<file path="src/rtl/verdict_pkg.sv">
// Shared types and constants for the verdict serializer: frame layout, FSM states, index widths.
package verdict_pkg;
  localparam int DEF_NUM_OUT = 3;
  localparam int DEF_DATA_W  = 64;
  localparam int DEF_TS_W    = 32;
  localparam int DEF_DEPTH   = 8;
  localparam int DEF_DROP_W  = 16;

  localparam int IDX_W = (DEF_NUM_OUT > 1) ? $clog2(DEF_NUM_OUT) : 1;
  localparam int LVL_W = $clog2(DEF_DEPTH) + 1;

  typedef struct packed {
    logic [DEF_TS_W-1:0]                      ts;
    logic [DEF_NUM_OUT-1:0]                   aktv;
    logic [DEF_NUM_OUT-1:0][DEF_DATA_W-1:0]   vals;
  } frame_t;

  typedef enum logic {ST_IDLE, ST_EMIT} state_t;

  function automatic logic [IDX_W-1:0] lowest_set(input logic [DEF_NUM_OUT-1:0] m);
    logic [IDX_W-1:0] r;
    r = '0;
    for (int i = DEF_NUM_OUT - 1; i >= 0; i--) begin
      if (m[i]) r = IDX_W'(i);
    end
    return r;
  endfunction
endpackage

</file>
<file path="src/rtl/verdict_serializer_frame_fifo.sv">
// Frame FIFO: single-clock, registered level, head visible combinationally on o_dout.
// Push when full and pop when empty are ignored; the caller decides what a refused push means.
module frame_fifo #(
  parameter int W     = 8,
  parameter int DEPTH = 8
) (
  input  logic                     i_clk,
  input  logic                     i_rst_n,
  input  logic                     i_push,
  input  logic [W-1:0]             i_din,
  input  logic                     i_pop,
  output logic [W-1:0]             o_dout,
  output logic                     o_full,
  output logic                     o_empty,
  output logic [$clog2(DEPTH):0]   o_level
);
  localparam int AW = $clog2(DEPTH);

  logic [W-1:0]  r_mem [DEPTH];
  logic [AW-1:0] r_wr;
  logic [AW-1:0] r_rd;
  logic [AW:0]   r_level;
  logic          w_do_push;
  logic          w_do_pop;

  assign o_full    = (r_level == (AW+1)'(DEPTH));
  assign o_empty   = (r_level == '0);
  assign o_level   = r_level;
  assign o_dout    = r_mem[r_rd];
  assign w_do_push = i_push && !o_full;
  assign w_do_pop  = i_pop && !o_empty;

  // Storage carries no reset; only pointers and level define validity.
  always_ff @(posedge i_clk) begin
    if (w_do_push) r_mem[r_wr] <= i_din;
  end

  always_ff @(posedge i_clk or negedge i_rst_n) begin
    if (!i_rst_n) begin
      r_wr    <= '0;
      r_rd    <= '0;
      r_level <= '0;
    end else begin
      if (w_do_push) r_wr <= r_wr + 1'b1;
      if (w_do_pop)  r_rd <= r_rd + 1'b1;
      if (w_do_push && !w_do_pop)      r_level <= r_level + 1'b1;
      else if (w_do_pop && !w_do_push) r_level <= r_level - 1'b1;
    end
  end
endmodule

</file>
<file path="src/rtl/verdict_serializer.sv">
// Captures monitor outputs into timestamped frames and drains them as one record per active stream.
// Capture-to-first-record latency is 2 cycles; rec_ready low stalls records, frames overflowing the FIFO are dropped and counted.
module verdict_serializer
  import verdict_pkg::*;
#(
  parameter int NUM_OUT = DEF_NUM_OUT,
  parameter int DATA_W  = DEF_DATA_W,
  parameter int TS_W    = DEF_TS_W,
  parameter int DEPTH   = DEF_DEPTH,
  parameter int DROP_W  = DEF_DROP_W
) (
  input  logic                      clk,
  input  logic                      rst,
  input  logic                      en,
  input  logic [NUM_OUT*DATA_W-1:0] out_value,
  input  logic [NUM_OUT-1:0]        out_aktv,
  output logic                      rec_valid,
  input  logic                      rec_ready,
  output logic [IDX_W-1:0]          rec_stream,
  output logic [TS_W-1:0]           rec_ts,
  output logic [DATA_W-1:0]         rec_value,
  output logic                      rec_last,
  output logic                      overflow,
  output logic [DROP_W-1:0]         drop_count,
  output logic [LVL_W-1:0]          fifo_level
);
  state_t               r_state;
  frame_t               r_hold;
  logic [TS_W-1:0]      r_ts;

  frame_t               w_cap_frame;
  frame_t               w_head;
  frame_t               w_next_frame;
  logic                 w_cap;
  logic                 w_full;
  logic                 w_empty;
  logic                 w_accept;
  logic                 w_pop;
  logic                 w_load;
  logic [NUM_OUT-1:0]   w_rem;
  logic [NUM_OUT-1:0]   w_next_mask;
  logic [IDX_W-1:0]     w_next_idx;

  assign w_cap       = en && (|out_aktv);
  assign w_cap_frame = {r_ts, out_aktv, out_value};

  frame_fifo #(.W($bits(frame_t)), .DEPTH(DEPTH)) u_fifo (
    .i_clk   (clk),
    .i_rst_n (rst),
    .i_push  (w_cap),
    .i_din   (w_cap_frame),
    .i_pop   (w_pop),
    .o_dout  (w_head),
    .o_full  (w_full),
    .o_empty (w_empty),
    .o_level (fifo_level)
  );

  // r_hold.aktv doubles as the mask of records still owed for the held frame.
  always_comb begin
    w_accept = rec_valid && rec_ready;
    w_rem    = r_hold.aktv & ~(NUM_OUT'(1) << rec_stream);
    w_pop    = 1'b0;
    case (r_state)
      ST_IDLE: w_pop = !w_empty;
      ST_EMIT: w_pop = w_accept && (w_rem == '0) && !w_empty;
      default: w_pop = 1'b0;
    endcase
    w_load            = w_pop || ((r_state == ST_EMIT) && w_accept && (|w_rem));
    w_next_mask       = w_pop ? w_head.aktv : w_rem;
    w_next_frame      = w_pop ? w_head : r_hold;
    w_next_frame.aktv = w_next_mask;
    w_next_idx        = lowest_set(w_next_mask);
  end

  always_ff @(posedge clk or negedge rst) begin
    if (!rst) begin
      r_state    <= ST_IDLE;
      r_hold     <= '0;
      r_ts       <= '0;
      rec_valid  <= 1'b0;
      rec_stream <= '0;
      rec_ts     <= '0;
      rec_value  <= '0;
      rec_last   <= 1'b0;
      overflow   <= 1'b0;
      drop_count <= '0;
    end else begin
      if (en) r_ts <= r_ts + 1'b1;
      // Fullness is sampled before this edge's pop, so a concurrent drain never saves the frame.
      if (w_cap && w_full) begin
        overflow <= 1'b1;
        if (drop_count != '1) drop_count <= drop_count + 1'b1;
      end
      if (w_load) begin
        r_state    <= ST_EMIT;
        r_hold     <= w_next_frame;
        rec_valid  <= 1'b1;
        rec_stream <= w_next_idx;
        rec_ts     <= w_next_frame.ts;
        rec_value  <= w_next_frame.vals[w_next_idx];
        rec_last   <= $onehot(w_next_mask);
      end else if ((r_state == ST_EMIT) && w_accept) begin
        r_state     <= ST_IDLE;
        r_hold.aktv <= '0;
        rec_valid   <= 1'b0;
      end
    end
  end
endmodule

</file>
<file path="config.mk">
export PLATFORM = sky130hd
export DESIGN_NAME = verdict_serializer
export DESIGN_NICKNAME = d
export VERILOG_FILES = /design/src/rtl/verdict_pkg.sv /design/src/rtl/verdict_serializer_frame_fifo.sv /design/src/rtl/verdict_serializer.sv
export SDC_FILE = /design/constraint.sdc
export NUM_CORES = 2
export LEC_CHECK = 0
export CAP_MARGIN = 40
export CORE_MARGIN = 2
export CORE_UTILIZATION = 50
export DETAILED_ROUTE_END_ITERATION = 8
export GPL_TIMING_DRIVEN = 0
export PLACE_DENSITY = 0.67
export REMOVE_ABC_BUFFERS = 1
export SLEW_MARGIN = 25
export SYNTH_ARGS = -nofsm -noshare
export SYNTH_HDL_FRONTEND = slang
export SYNTH_SLANG_ARGS = --single-unit
</file>
<file path="constraint.sdc">
create_clock -name clk -period 52.1 [get_ports clk]
set_input_delay 15.63 -clock clk [delete_from_list [all_inputs] [get_ports clk]]
set_output_delay 15.63 -clock clk [all_outputs]
set_load 0.03 [all_outputs]
</file>
==> impl_summary.txt <==
----------------------------------------------------
[Timing]
  Final setup vio count ... 0
  Slew of the pin with the lowest slew margin ... ~930 ps
  Skew final ... between 30 and 40 ps
  Hold Vio Cnt, Final ... 0
  Unrepaired setup endpoints after global routing ... no
  Top achievable clock speed ... about 53 MHz
  Max_slew headroom ... 37.56%
  Count of final max-slew check failures ... 0
  Post-route minimum period ... around 19000 ps
  Slack of the critical path ... around 33000 ps
  Final Hold Slack ... around 470 ps
  Post-route fraction of the period consumed by the critical path ... ~37%
  Setup TNS after final layout ... 0 ps

[Clock network]
  Clock Latency Late Sink ... roughly 860 ps
  Root Buffer ... sky130_fd_sc_hd__clkbuf_16
  Clock tree from TritonCTS ... yes
  Clock edge transition at the registers on the reported setup and hold paths ... roughly 60 ps
  Htree depth ... 4
  Buffers inserted by post-CTS timing repair ... 0
  Max Root-Sink Buffers ... 3
  Post-cts resize count ... 0
  Clock Sink Count ... about 2200
  CTS hold repair buffers ... 0
  Number of CTS-inserted buffers ... around 210

[Logic synthesis]
  Synth Instances ... approximately 4000
  Portion of the post-synthesis area used by sequential elements ... between 70 and 80%
  Post-synth ARST share ... between 10% and 20%
  Netlist area before placement ... ~83000 um^2
  Flip-flop and latch count after synthesis ... 2170
  Netlist cell types ... 48
  Most used flip-flop cell after synthesis ... sky130_fd_sc_hd__edfxtp_1
  Cell taking the most area after synthesis ... sky130_fd_sc_hd__edfxtp_1
  Number of flops mapped to enable cells by yosys ... roughly 1800
  Top cells by area, synth ... sky130_fd_sc_hd__edfxtp_1 66%, sky130_fd_sc_hd__mux4_2 12%, sky130_fd_sc_hd__dfrtp_1 11%, sky130_fd_sc_hd__mux2i_1 1.2%, sky130_fd_sc_hd__nor3_1 1.0%
  Area share of the largest cell type after synthesis ... between 60% and 70%
  Per-instance average area after synthesis ... between 20 and 25 um^2
  Number of warnings printed during yosys synthesis ... 0

[Route]
  Residual DRC ... 0
  Detailed Route WL ... 192800 um
  Post-detailed-route via-to-cell ratio ... about 5.9
  Total number of vias ... slightly above 40000
  Detailed Routing Iterations Pass 1 ... 7
  Post-DRT Antenna Nets ... 0
  Starting DRC count in detailed routing ... between 3000 and 4000
  Post-detailed-route wirelength per cell ... 27.60 um

[Finish]
  Final net count ... between 4000 and 5000
  Share of post-route cells with drive strength above 1 ... about 24%
  Post-synthesis to final-layout area growth ... 21.18%
  Sequential cell area ... roughly 63000 um^2
  Combined area of the multi-input logic cells ... about 18000 um^2
  Fill cells ... approximately 12000
  Fin cells ... roughly 7000
  Most common cell after layout, fill and taps aside ... sky130_fd_sc_hd__edfxtp_1
  Highest-count cells in the layout ignoring fill and taps ... 1816 x sky130_fd_sc_hd__edfxtp_1, 454 x sky130_fd_sc_hd__mux4_2, 351 x sky130_fd_sc_hd__dfrtp_1

[Placement]
  Input/output buffers ... between 300 and 400
  DP HPWL ... approximately 120000 um
  Placed Cells incl. Taps ... 6568
  GP Congestion ... around 0.7
  Worst-case setup slack after placement ... roughly 32000 ps

[Floorplanning]
  Placeable core region ... between 150000 and 200000 um^2
  Starting utilization of the core area ... 50.25%
  Total number of placement rows ... ~150
  Horizontal extent of the die ... about 410 um
  Die outline height ... 411.0 um
  Overall die area ... between 150000 and 200000 um^2
  Number of placed I/O pins ... 320

[Setup path]
  CP max FO ... 8
  Start-to-end type of the worst setup path ... input pin to flop
  Arrival @ worst endpoint ... 19580 ps
  Type of destination of the critical path ... flop
  Startpoint type of the worst setup path ... input pin
  Worst endpoint required time ... about 53000 ps

[Global routing]
  Pin count of the biggest net entering global routing ... between 70 and 80
  Global routing met3 resource utilization ... 5.295%
  Total gr overflow ... 0
  Busiest metal layer after global routing ... met2
  M1 GR Usage ... between 30% and 40%
  Initial antenna violation count ... 38
  Routing usage on met2 ... approximately 37%
  Total track usage ... 23.11%
  First-pass GRT wire length ... between 200000 and 300000 um
  Number of global-route vias before repair ... 43640

[Power]
  Cell leakage power ... around 0.034 uW
  Largest voltage drop on the vdd net ... ~0.045 mV
  Design Power ... ~5800 uW
  Switching share of power ... 30.53%
  Clock network fraction of design power ... between 20% and 30%
  Net switching component of the power ... 1777 uW
  Part of the power in combinational logic ... 33.1%
  Design internal power ... 4044 uW
  Relative contribution of sequential cells to total power ... approximately two fifths
  PwrDens ... 58.00 nW/um^2

[Hold path]
  Class of the worst hold path ... flop to flop

[Flow run]
  Total of max-cap violations ... 0

[Outcome]
  Run status ... completed

----------------------------------------------------
==> Yosys cell counts, drive strengths merged, types with 3 or more instances <==
| library cell | n |
|---|---|
| ha | 7 |
| nand3 | 16 |
| clkbuf | 139 |
| mux2i | 98 |
| a31oi | 99 |
| xnor2 | 39 |
| xor2 | 14 |
| and3 | 76 |
| a21oi | 67 |
| a221o | 64 |
| nand2b | 105 |
| mux4 | 454 |
| edfxtp | 1816 |
| a21o | 3 |
| inv | 7 |
| buf | 132 |
| mux2 | 131 |
| nor2 | 21 |
| nor3 | 170 |
| dfrtp | 354 |
| nand2 | 166 |
| and4 | 4 |
| nand4 | 12 |
| o21ai | 40 |
==> kinds of logic (layout without fill, tap and decap cells) <==
group / Yosys count / after routing / share of synthesized area (%)
DFF: 2170 / 2170 / 76.54
muxes: 683 / 683 / 15.31
and+or+nand+nor: 578 / 578 / 3.547
AOI/OAI and AO/OA: 283 / 283 / 2.327
buffers and inverters: 278 / 1004 / 1.547
xor gates and xnor gates: 53 / 53 / 0.5605
adders and majority gates: 10 / 10 / 0.1662
other: 0 / 16 / 0
==> area by class of cell <==
class                           count  area share (%)
Clock inverter                     86           1.085
Multi-Input combinational cell   1607           18.20
Timing Repair Buffer              596           8.618
Clock buffer                      315           6.125
Inverter                            7         0.02867
Antenna cell                       16         0.03989
Sequential cell                  2170           63.17
Tap cell                         2189           2.729
==> through the flow <==
stage               instance area (um^2)  utilization, %
floorplan                          81560               -
global placement                   87500           53.09
detailed placement                 93060           56.47
CTS                               100300           60.86
global route                      100300           60.89
finish                            100400           60.90
==> flip-flops by register name, summed over array words and instances (netlist names), 2 cells and up <==
signal	flops
r_hold	227
rec_value	64
u_fifo.r_rd	3
u_fifo.r_mem	1816
u_fifo.r_wr	3
rec_stream	2
u_fifo.o_level	4
drop_count	16
r_ts	32
==> critical path, stage by stage <==
cell                              delay (ps)
sky130_fd_sc_hd__clkdlybuf4s50_1         790
sky130_fd_sc_hd__o31ai_1                 160
sky130_fd_sc_hd__a21oi_1                 500
sky130_fd_sc_hd__nand2_1                 360
sky130_fd_sc_hd__nor3_2                  570
sky130_fd_sc_hd__buf_6                   240
sky130_fd_sc_hd__buf_4                   210
sky130_fd_sc_hd__buf_4                   180
sky130_fd_sc_hd__buf_4                   200
sky130_fd_sc_hd__buf_4                   200
sky130_fd_sc_hd__buf_4                   190
sky130_fd_sc_hd__buf_6                   160
sky130_fd_sc_hd__buf_4                   180
==> power groups by stage <==
| stage | Clock (uW) | Sequential (uW) | Combinational [uW] |
|---|---|---|---|
| after floorplan | 0 | 2630 | 1460 |
| after CTS | 1590 | 2340 | 1960 |
| after global placement | 0 | 2800 | 2400 |
| final | 1560 | 2330 | 1930 |
| after detailed placement | 0 | 2370 | 1950 |
| after global routing | 1660 | 2360 | 2060 |
==> layer usage <==
| layer | part of all wire, % | wire [um] |
|---|---|---|
| met5 | 0.12 | 228 |
| met4 | 2.7 | 5276 |
| met3 | 7.0 | 13580 |
| met2 | 48 | 93460 |
| met1 | 42 | 80240 |
==> path summary, 6_finish.rpt <==
| path | slack, ps | from | cells after the start | endpoint |
|---|---|---|---|---|
| setup / recovery | 33060 | en | 13 | u_fifo.r_mem[4][49] |
| hold / removal | 470 | overflow | 1 | overflow |
| setup reg to reg | 47500 | r_hold[193] | 12 | rec_value[2] |
| hold reg to reg | 470 | overflow | 1 | overflow |
| max in group asynchronous | 35710 | rst | 4 | r_hold[64] |
| min in group asynchronous | 14690 | rst | 1 | r_hold[38] |
Power figures use the tool's default switching activity.
